`src/rtl/alu_ctrl_pkg.sv`:
```
// Shared funct/op constants and op classification helpers for the
// pipelined ALU controller.
package alu_ctrl_pkg;

  localparam int unsigned FN_JR    = 'h08;
  localparam int unsigned FN_MFHI  = 'h10;
  localparam int unsigned FN_MTHI  = 'h11;
  localparam int unsigned FN_MFLO  = 'h12;
  localparam int unsigned FN_MTLO  = 'h13;
  localparam int unsigned FN_MULT  = 'h18;
  localparam int unsigned FN_MULTU = 'h19;
  localparam int unsigned FN_DIV   = 'h1A;
  localparam int unsigned FN_DIVU  = 'h1B;
  localparam int unsigned FN_ADD   = 'h20;

  // Codes are passed zero-extended so wider function codes never alias.
  function automatic logic is_md(input int unsigned code);
    return code inside {FN_MULT, FN_MULTU, FN_DIV, FN_DIVU};
  endfunction

  function automatic logic is_div(input int unsigned code);
    return code inside {FN_DIV, FN_DIVU};
  endfunction

  function automatic logic is_hilo(input int unsigned code);
    return (code inside {FN_MFHI, FN_MTHI, FN_MFLO, FN_MTLO}) || is_md(code);
  endfunction

endpackage

```
`src/rtl/md_sequencer.sv`:
```
// Multiply/divide busy sequencer: counts out a fixed number of busy cycles
// after each start pulse.
module md_sequencer #(
  parameter int unsigned MULT_CYCLES = 4,
  parameter int unsigned DIV_CYCLES  = 32
) (
  input  logic clk,
  input  logic rst,
  input  logic start,
  input  logic sel_div,
  output logic busy,
  output logic done
);

  localparam int unsigned MAX_CYCLES = (MULT_CYCLES > DIV_CYCLES) ? MULT_CYCLES : DIV_CYCLES;
  localparam int unsigned CNT_W      = $clog2(MAX_CYCLES + 1);

  typedef enum logic {IDLE, RUN} state_t;

  state_t             state, state_nxt;
  logic [CNT_W-1:0]   cnt, cnt_nxt;

  always_ff @(posedge clk or negedge rst) begin
    if (!rst) begin
      state <= IDLE;
      cnt   <= '0;
    end else begin
      state <= state_nxt;
      cnt   <= cnt_nxt;
    end
  end

  // Counter holds remaining busy cycles minus one; zero marks the last.
  always_comb begin
    state_nxt = state;
    cnt_nxt   = cnt;
    case (state)
      IDLE: begin
        if (start) begin
          state_nxt = RUN;
          cnt_nxt   = sel_div ? CNT_W'(DIV_CYCLES - 1) : CNT_W'(MULT_CYCLES - 1);
        end
      end
      RUN: begin
        if (cnt == '0) state_nxt = IDLE;
        else           cnt_nxt   = cnt - CNT_W'(1);
      end
    endcase
  end

  assign busy = (state == RUN);
  assign done = busy && (cnt == '0);

endmodule

```
`src/rtl/alu_ctrl_pipe.sv`:
```
// Registered, valid/ready ALU controller with multiply/divide sequencing and
// HI/LO interlock.
module alu_ctrl_pipe
  import alu_ctrl_pkg::*;
#(
  parameter int unsigned FUNCT_WIDTH    = 6,
  parameter int unsigned ALUOP_WIDTH    = 6,
  parameter int unsigned ALUFUNCT_WIDTH = 6,
  parameter int unsigned MULT_CYCLES    = 4,
  parameter int unsigned DIV_CYCLES     = 32
) (
  input  logic                      clk,
  input  logic                      rst,
  input  logic                      id_valid,
  output logic                      id_ready,
  input  logic [FUNCT_WIDTH-1:0]    funct,
  input  logic [ALUOP_WIDTH-1:0]    ALUop,
  input  logic                      flush,
  output logic                      ex_valid,
  input  logic                      ex_ready,
  output logic [ALUFUNCT_WIDTH-1:0] ALUfunct,
  output logic                      jr,
  output logic                      md_start,
  output logic                      md_busy,
  output logic                      md_done
);

  logic [ALUFUNCT_WIDTH-1:0] sel;
  logic                      jr_d;
  logic                      hazard;
  logic                      accept;
  logic                      handoff;

  always_comb begin
    sel  = (ALUop == '0) ? ALUFUNCT_WIDTH'(funct) : ALUFUNCT_WIDTH'(ALUop);
    jr_d = (ALUop == '0) && (32'(funct) == FN_JR);
  end

  // HI/LO consumers wait until a running or queued mult/div has completed.
  assign hazard   = id_valid && is_hilo(32'(sel)) &&
                    (md_busy || (ex_valid && is_md(32'(ALUfunct))));
  assign id_ready = (!ex_valid || ex_ready) && !hazard && !flush;
  assign accept   = id_valid && id_ready;
  assign handoff  = ex_valid && ex_ready;
  assign md_start = handoff && is_md(32'(ALUfunct));

  always_ff @(posedge clk or negedge rst) begin
    if (!rst) begin
      ex_valid <= 1'b0;
      ALUfunct <= '0;
      jr       <= 1'b0;
    end else if (accept) begin
      ex_valid <= 1'b1;
      ALUfunct <= sel;
      jr       <= jr_d;
    end else if (handoff || flush) begin
      ex_valid <= 1'b0;
    end
  end

  md_sequencer #(
    .MULT_CYCLES (MULT_CYCLES),
    .DIV_CYCLES  (DIV_CYCLES)
  ) u_md_seq (
    .clk     (clk),
    .rst     (rst),
    .start   (md_start),
    .sel_div (is_div(32'(ALUfunct))),
    .busy    (md_busy),
    .done    (md_done)
  );

endmodule
```
`config.mk`:
```
export PLATFORM = sky130hd
export DESIGN_NAME = alu_ctrl_pipe
export DESIGN_NICKNAME = d
export VERILOG_FILES = /design/src/rtl/alu_ctrl_pkg.sv /design/src/rtl/md_sequencer.sv /design/src/rtl/alu_ctrl_pipe.sv
export SDC_FILE = /design/constraint.sdc
export NUM_CORES = 1
export LEC_CHECK = 0
export ABC_AREA = 1
export BUFFER_PORTS_ARGS = -buffer_cell sky130_fd_sc_hd__buf_2
export CAP_MARGIN = 20
export CORE_UTILIZATION = 53
export DETAILED_ROUTE_END_ITERATION = 6
export GPL_TIMING_DRIVEN = 0
export PLACE_DENSITY = 0.82
export SKIP_LAST_GASP = 1
export SLEW_MARGIN = 40
export SYNTH_ARGS = -nofsm -noshare
export SYNTH_HDL_FRONTEND = slang
export SYNTH_SLANG_ARGS = --single-unit
```
`constraint.sdc`:
```
create_clock -name clk -period 2.56 [get_ports clk]
set_input_delay 0.512 -clock clk [delete_from_list [all_inputs] [get_ports clk]]
set_output_delay 0.512 -clock clk [all_outputs]
set_load 0.01 [all_outputs]
```
# After elaboration in Yosys (flattened, before gate mapping)
# Index checks and enable logic that the tools add are counted.
# totals
out_inout_bits,12
elab_cells,57
regBits,15
in_bits,17
# classes
add_sub_neg,1
n_mux,10
n_reduce_logical,25
bitwise_logic,1
n_eq_ne,15
# ops
operator,n
== test 6 x 5 -> 1 bit (second input constant),12
two-way mux 6 bit,3
zero test 6 bit,2
case mux 6 bit (2 select lines),1
nonzero test 4 bit,3
logical AND 1 bit,10
== test 6 x 4 -> 1 bit (second input constant),1
subtractor 6 x 1 -> 6 bit (second input constant),1
two-way mux 5 bit,1
logical OR 1 bit,4
two-way mux 1 bit,4
!= test 2 bit (second input constant),2
nonzero test 2 bit,2
zero test 1 bit,3
case mux 1 bit (2 select lines),1
AND reduction 2 bit,1
inverter 1 bit,1

# Longest topological paths before layout
# depth
ltp_word,12
depth_mapped,10
depth_no_buf,10

# Hierarchy
# A second synthesis with hierarchy kept.
# unflattened
cells_unflattened,130
hier_area_um2,988.4
# modules_own_cells
mod,instances,area_each_um2,cells_per_inst,seq_area_each_um2
alu_ctrl_pipe,1,545.5,73,200.2
md_sequencer,1,442.9,57,175.2

# Worst setup path after synthesis
# Ideal clock, no wire load.
# synth_path
kind,in2out
from,input ALUop[2]
to,output id_ready
t_arrival_ps,1243
path_buffers,0
slack_ps,805
required_ps,2048
cell_stages,7
cell_sequence,nor2_4 nand4_1 nand2_2 nor2_4 nand2_4 nand2_1 nor2_1
# synth_between
elab_chain_len,10
word_cells_on_any_way,18
cone_classes,eq/ne (8); mux (1); reduce/logical (9)
# synth_rtl
item,line_no,source
from (decl),alu_ctrl_pipe.sv:17,"input logic [ALUOP_WIDTH-1:0] ALUop,"
zero test 6 bit,alu_ctrl_pipe.sv:35,sel = (ALUop == '0) ? ALUFUNCT_WIDTH'(funct) : ALUFUNCT_WIDTH'(ALUop);
two-way mux 6 bit *,alu_ctrl_pipe.sv:35,
"== test 6 x 5 -> 1 bit, on equally long branches","alu_ctrl_pkg.sv:26, alu_ctrl_pkg.sv:18",
"nonzero test 4 bit, on equally long branches","alu_ctrl_pkg.sv:26, alu_ctrl_pkg.sv:18",
logical OR 1 bit *,alu_ctrl_pkg.sv:26,"return (code inside {FN_MFHI, FN_MTHI, FN_MFLO, FN_MTLO}) || is_md(code);"
logical AND 1 bit * (2 in series),alu_ctrl_pipe.sv:40,assign hazard = id_valid && is_hilo(32'(sel)) &&
zero test 1 bit *,alu_ctrl_pipe.sv:42,assign id_ready = (!ex_valid || ex_ready) && !hazard && !flush;
logical AND 1 bit * (2 in series),alu_ctrl_pipe.sv:42,
to (decl),alu_ctrl_pipe.sv:15,"output logic id_ready,"
# Mark *: on every way between the ends. The rest lies on a longest branch, timed or not.

# Final worst setup path
# layout_path
from,register ALUfunct[2]
to,output id_ready
# layout_between
elab_chain_len,8
word_cells_on_any_way,11
cone_classes,eq/ne (4); reduce/logical (7)
# layout_rtl
item,line_no,source
from (decl),alu_ctrl_pipe.sv:21,"output logic [ALUFUNCT_WIDTH-1:0] ALUfunct,"
from (signal assigned),alu_ctrl_pipe.sv:54,ALUfunct <= sel;
== test 6 x 5 -> 1 bit,alu_ctrl_pkg.sv:18,"return code inside {FN_MULT, FN_MULTU, FN_DIV, FN_DIVU};"
nonzero test 4 bit *,alu_ctrl_pkg.sv:18,
logical AND 1 bit *,alu_ctrl_pipe.sv:41,(md_busy || (ex_valid && is_md(32'(ALUfunct))));
logical OR 1 bit *,alu_ctrl_pipe.sv:41,
logical AND 1 bit *,alu_ctrl_pipe.sv:40,
zero test 1 bit *,alu_ctrl_pipe.sv:42,
logical AND 1 bit * (2 in series),alu_ctrl_pipe.sv:42,
# Marked as above.

==> impl_metrics.json <==
{
  "status": "completed",
  "instances_no_fill": 178,
  "drtIter0Drc": 19,
  "fin_nets": 173,
  "clock.fmax_mhz": 479,
  "dieHeight_microns": 44.4,
  "dr.pass1.iters": 4,
  "crit_arrival_ns": 1.57,
  "dp_hpwl_mm": 1.52,
  "holdBufCountCts": 0,
  "maxSlewViolCount": 0,
  "cp_max_fo": 9,
  "layout_common_cells": "nand2_1 (29), buf_2 (28), inv_1 (16), dfrtp_1 (15), nand4_1 (15)",
  "async_flop_share": 1.00,
  "power_density_nw_per_um2": 727,
  "antenna_found_initial": 0,
  "area_growth_pct": 20.3,
  "clk_pin_slew_ns": 0.09,
  "synth_edf_count": 0,
  "hold_viol_final": 0,
  "track_usage": 0.224,
  "multi_input_area_sq_um": 495,
  "worst_ir_drop_vdd_mv": 0.428,
  "period_minus_slack_ns": 2.09,
  "dieArea_sq_um": 1970,
  "drv_cap": 0,
  "crit_type": "flop to primary output",
  "core_sq_um": 1590,
  "dieWidth_microns": 44.4,
  "postSynthAreaPerCell_sq_um": 7.73,
  "wire_per_inst_microns": 10.8,
  "grt_pass1_vias": 808,
  "fin_skew_ns": 0.00287,
  "cts_buffers": 3,
  "ys_types": 20,
  "start_util": 0.597,
  "hold_ws_ns": 0.114,
  "post_cts_resized": 0,
  "layout_commonest_cell": "nand2_1",
  "clock_sinks": 15,
  "syn-num-nets": 141,
  "fin_crit_sh": 0.815,
  "overflow": 0,
  "leakagePower_nw": 0.627,
  "rr_worst_depth": 9,
  "finalSetupViolCount": 0,
  "cp.required_ns": 2.05,
  "clk_root_buffer_cell": "clkbuf_4",
  "synth_cells": 123,
  "worstMarginPinSlew_ns": 0.429,
  "synth-main-ff-cell": "dfrtp_1",
  "dr_total_vias": 905,
  "post_route_cells_drive_above_1_share": 0.325,
  "grt_max_degree": 16,
  "insertion_delay_ns": 0.28,
  "io_pins": 29,
  "cts_tree": "built",
  "hold_path_class": "primary input to asynchronous set/reset pin",
  "viasPerCell": 5.08,
  "maxSlewHeadroom": 0.714,
  "gp_congestion": 0.778,
  "cts_buffer_depth": 2,
  "grt_setup_unrepaired": "false",
  "seqCellArea_sq_um": 375,
  "tns_ns": 0,
  "place.port_buffers": 27,
  "yosysWarnings": 0,
  "antennaDiodeCount": 0,
  "row_count": 14,
  "drc": 0,
  "netlist_area_sq_um": 951,
  "drtAntennaViolNets": 0,
  "ys_seq_area_frac": 0.395,
  "synth_seq_cells": 15,
  "grt_pass1_wl_mm": 3.26,
  "wirelength_mm": 1.92,
  "fillerInstances": 139,
  "startpoint_type": "flop",
  "end_kind": "primary output",
  "cts-htree-levels": 1,
  "placedCellCount": 174,
  "post_cts_buffers": 0
}
## layout make-up
cell class                 instances  share of cell area
sequential                        15               0.328
clock buffer                       3              0.0197
multi-input combinational         87               0.433
clock inverter                     1             0.00438
tap                               24              0.0263
timing repair buffer              27               0.118
inverter                          20              0.0656
buffer                             1             0.00438
## kinds of logic (layout without fill, tap and decap cells)
group	Yosys count	in the layout	synth area share
AO/OA/AOI/OAI	18	18	0.108
adder cells (fa/ha/maj)	1	1	0.0132
flip-flops	15	15	0.395
buffers and inverters	21	52	0.0842
AND/OR/NAND/NOR	68	68	0.400
## cells in the mapped netlist (2+ instances only)
| master | instances | area [sq um] |
|---|---|---|
| a21oi_1 | 2 | 10.0 |
| dfrtp_1 | 15 | 375 |
| inv_1 | 16 | 60.1 |
| inv_2 | 4 | 15.0 |
| nand2_1 | 29 | 109 |
| nand2_2 | 4 | 25.0 |
| nand3_1 | 2 | 10.0 |
| nand3_4 | 2 | 35.0 |
| nand4_1 | 15 | 93.8 |
| nor2_1 | 9 | 33.8 |
| nor2_4 | 5 | 56.3 |
| o21ai_0 | 2 | 10.0 |
| o21ai_1 | 9 | 45.0 |
| o21bai_1 | 3 | 22.5 |
## where the power goes
group	leakage [nW]	total, mW	internal, mW	switching [mW]
clock network	0.0177	0.135	0.0579	0.0766
registers	0.193	0.355	0.302	0.0532
logic	0.417	0.342	0.120	0.223
## path summary, 6_finish.rpt
check	startpoint	endpoint	slack, ns
max	ALUfunct[2]$_DFFE_PN0P_	id_ready	0.47
min	rst	ALUfunct[5]$_DFFE_PN0P_	0.11
max reg2reg	u_md_seq.cnt[0]$_DFFE_PN0P_	u_md_seq.cnt[5]$_DFFE_PN0P_	0.94
min reg2reg	ALUfunct[0]$_DFFE_PN0P_	ALUfunct[0]$_DFFE_PN0P_	0.49
max in group asynchronous	rst	u_md_seq.busy$_DFF_PN0_	2.20
min in group clk	flush	ex_valid$_DFFE_PN0P_	0.44
## flip-flops by register name, indices dropped and copies added (netlist names)
signal and cells:
ex_valid 1, ALUfunct 6, u_md_seq.cnt 6, jr 1
u_md_seq.busy 1
## per-stage QoR
stage	setup slack [ns]	power, mW	area [sq um]	util
after detailed placement	0.555	0.698	1120	0.700
after floorplan	0.805	0.593	951	-
after global routing	0.309	0.903	1140	0.717
final	0.474	0.832	1140	0.717
after global placement	0.574	0.683	1120	0.700
after CTS	0.455	0.836	1140	0.717
## worst max-delay path: stages (launching register included)
cell and delay, ns:
dfrtp_1 0.40, nor2_1 0.16, nand3_1 0.13, nand2_1 0.07, nand2_1 0.07, nor2_4 0.13
nand2_4 0.10, nand2_1 0.07, nor2_1 0.03, buf_2 0.13
## per-layer routing
layer | vias to the layer above | GRT usage | share of wire
met3 | 2 | 0.0245 | 0.049
met4 | 0 | 0.0909 | 0.0099
met1 | 402 | 0.281 | 0.47
li1 | 470 | - | -
met2 | 31 | 0.391 | 0.47
met5 | - | 0 | 0
Note: power is estimated with default switching activity, not from simulation.
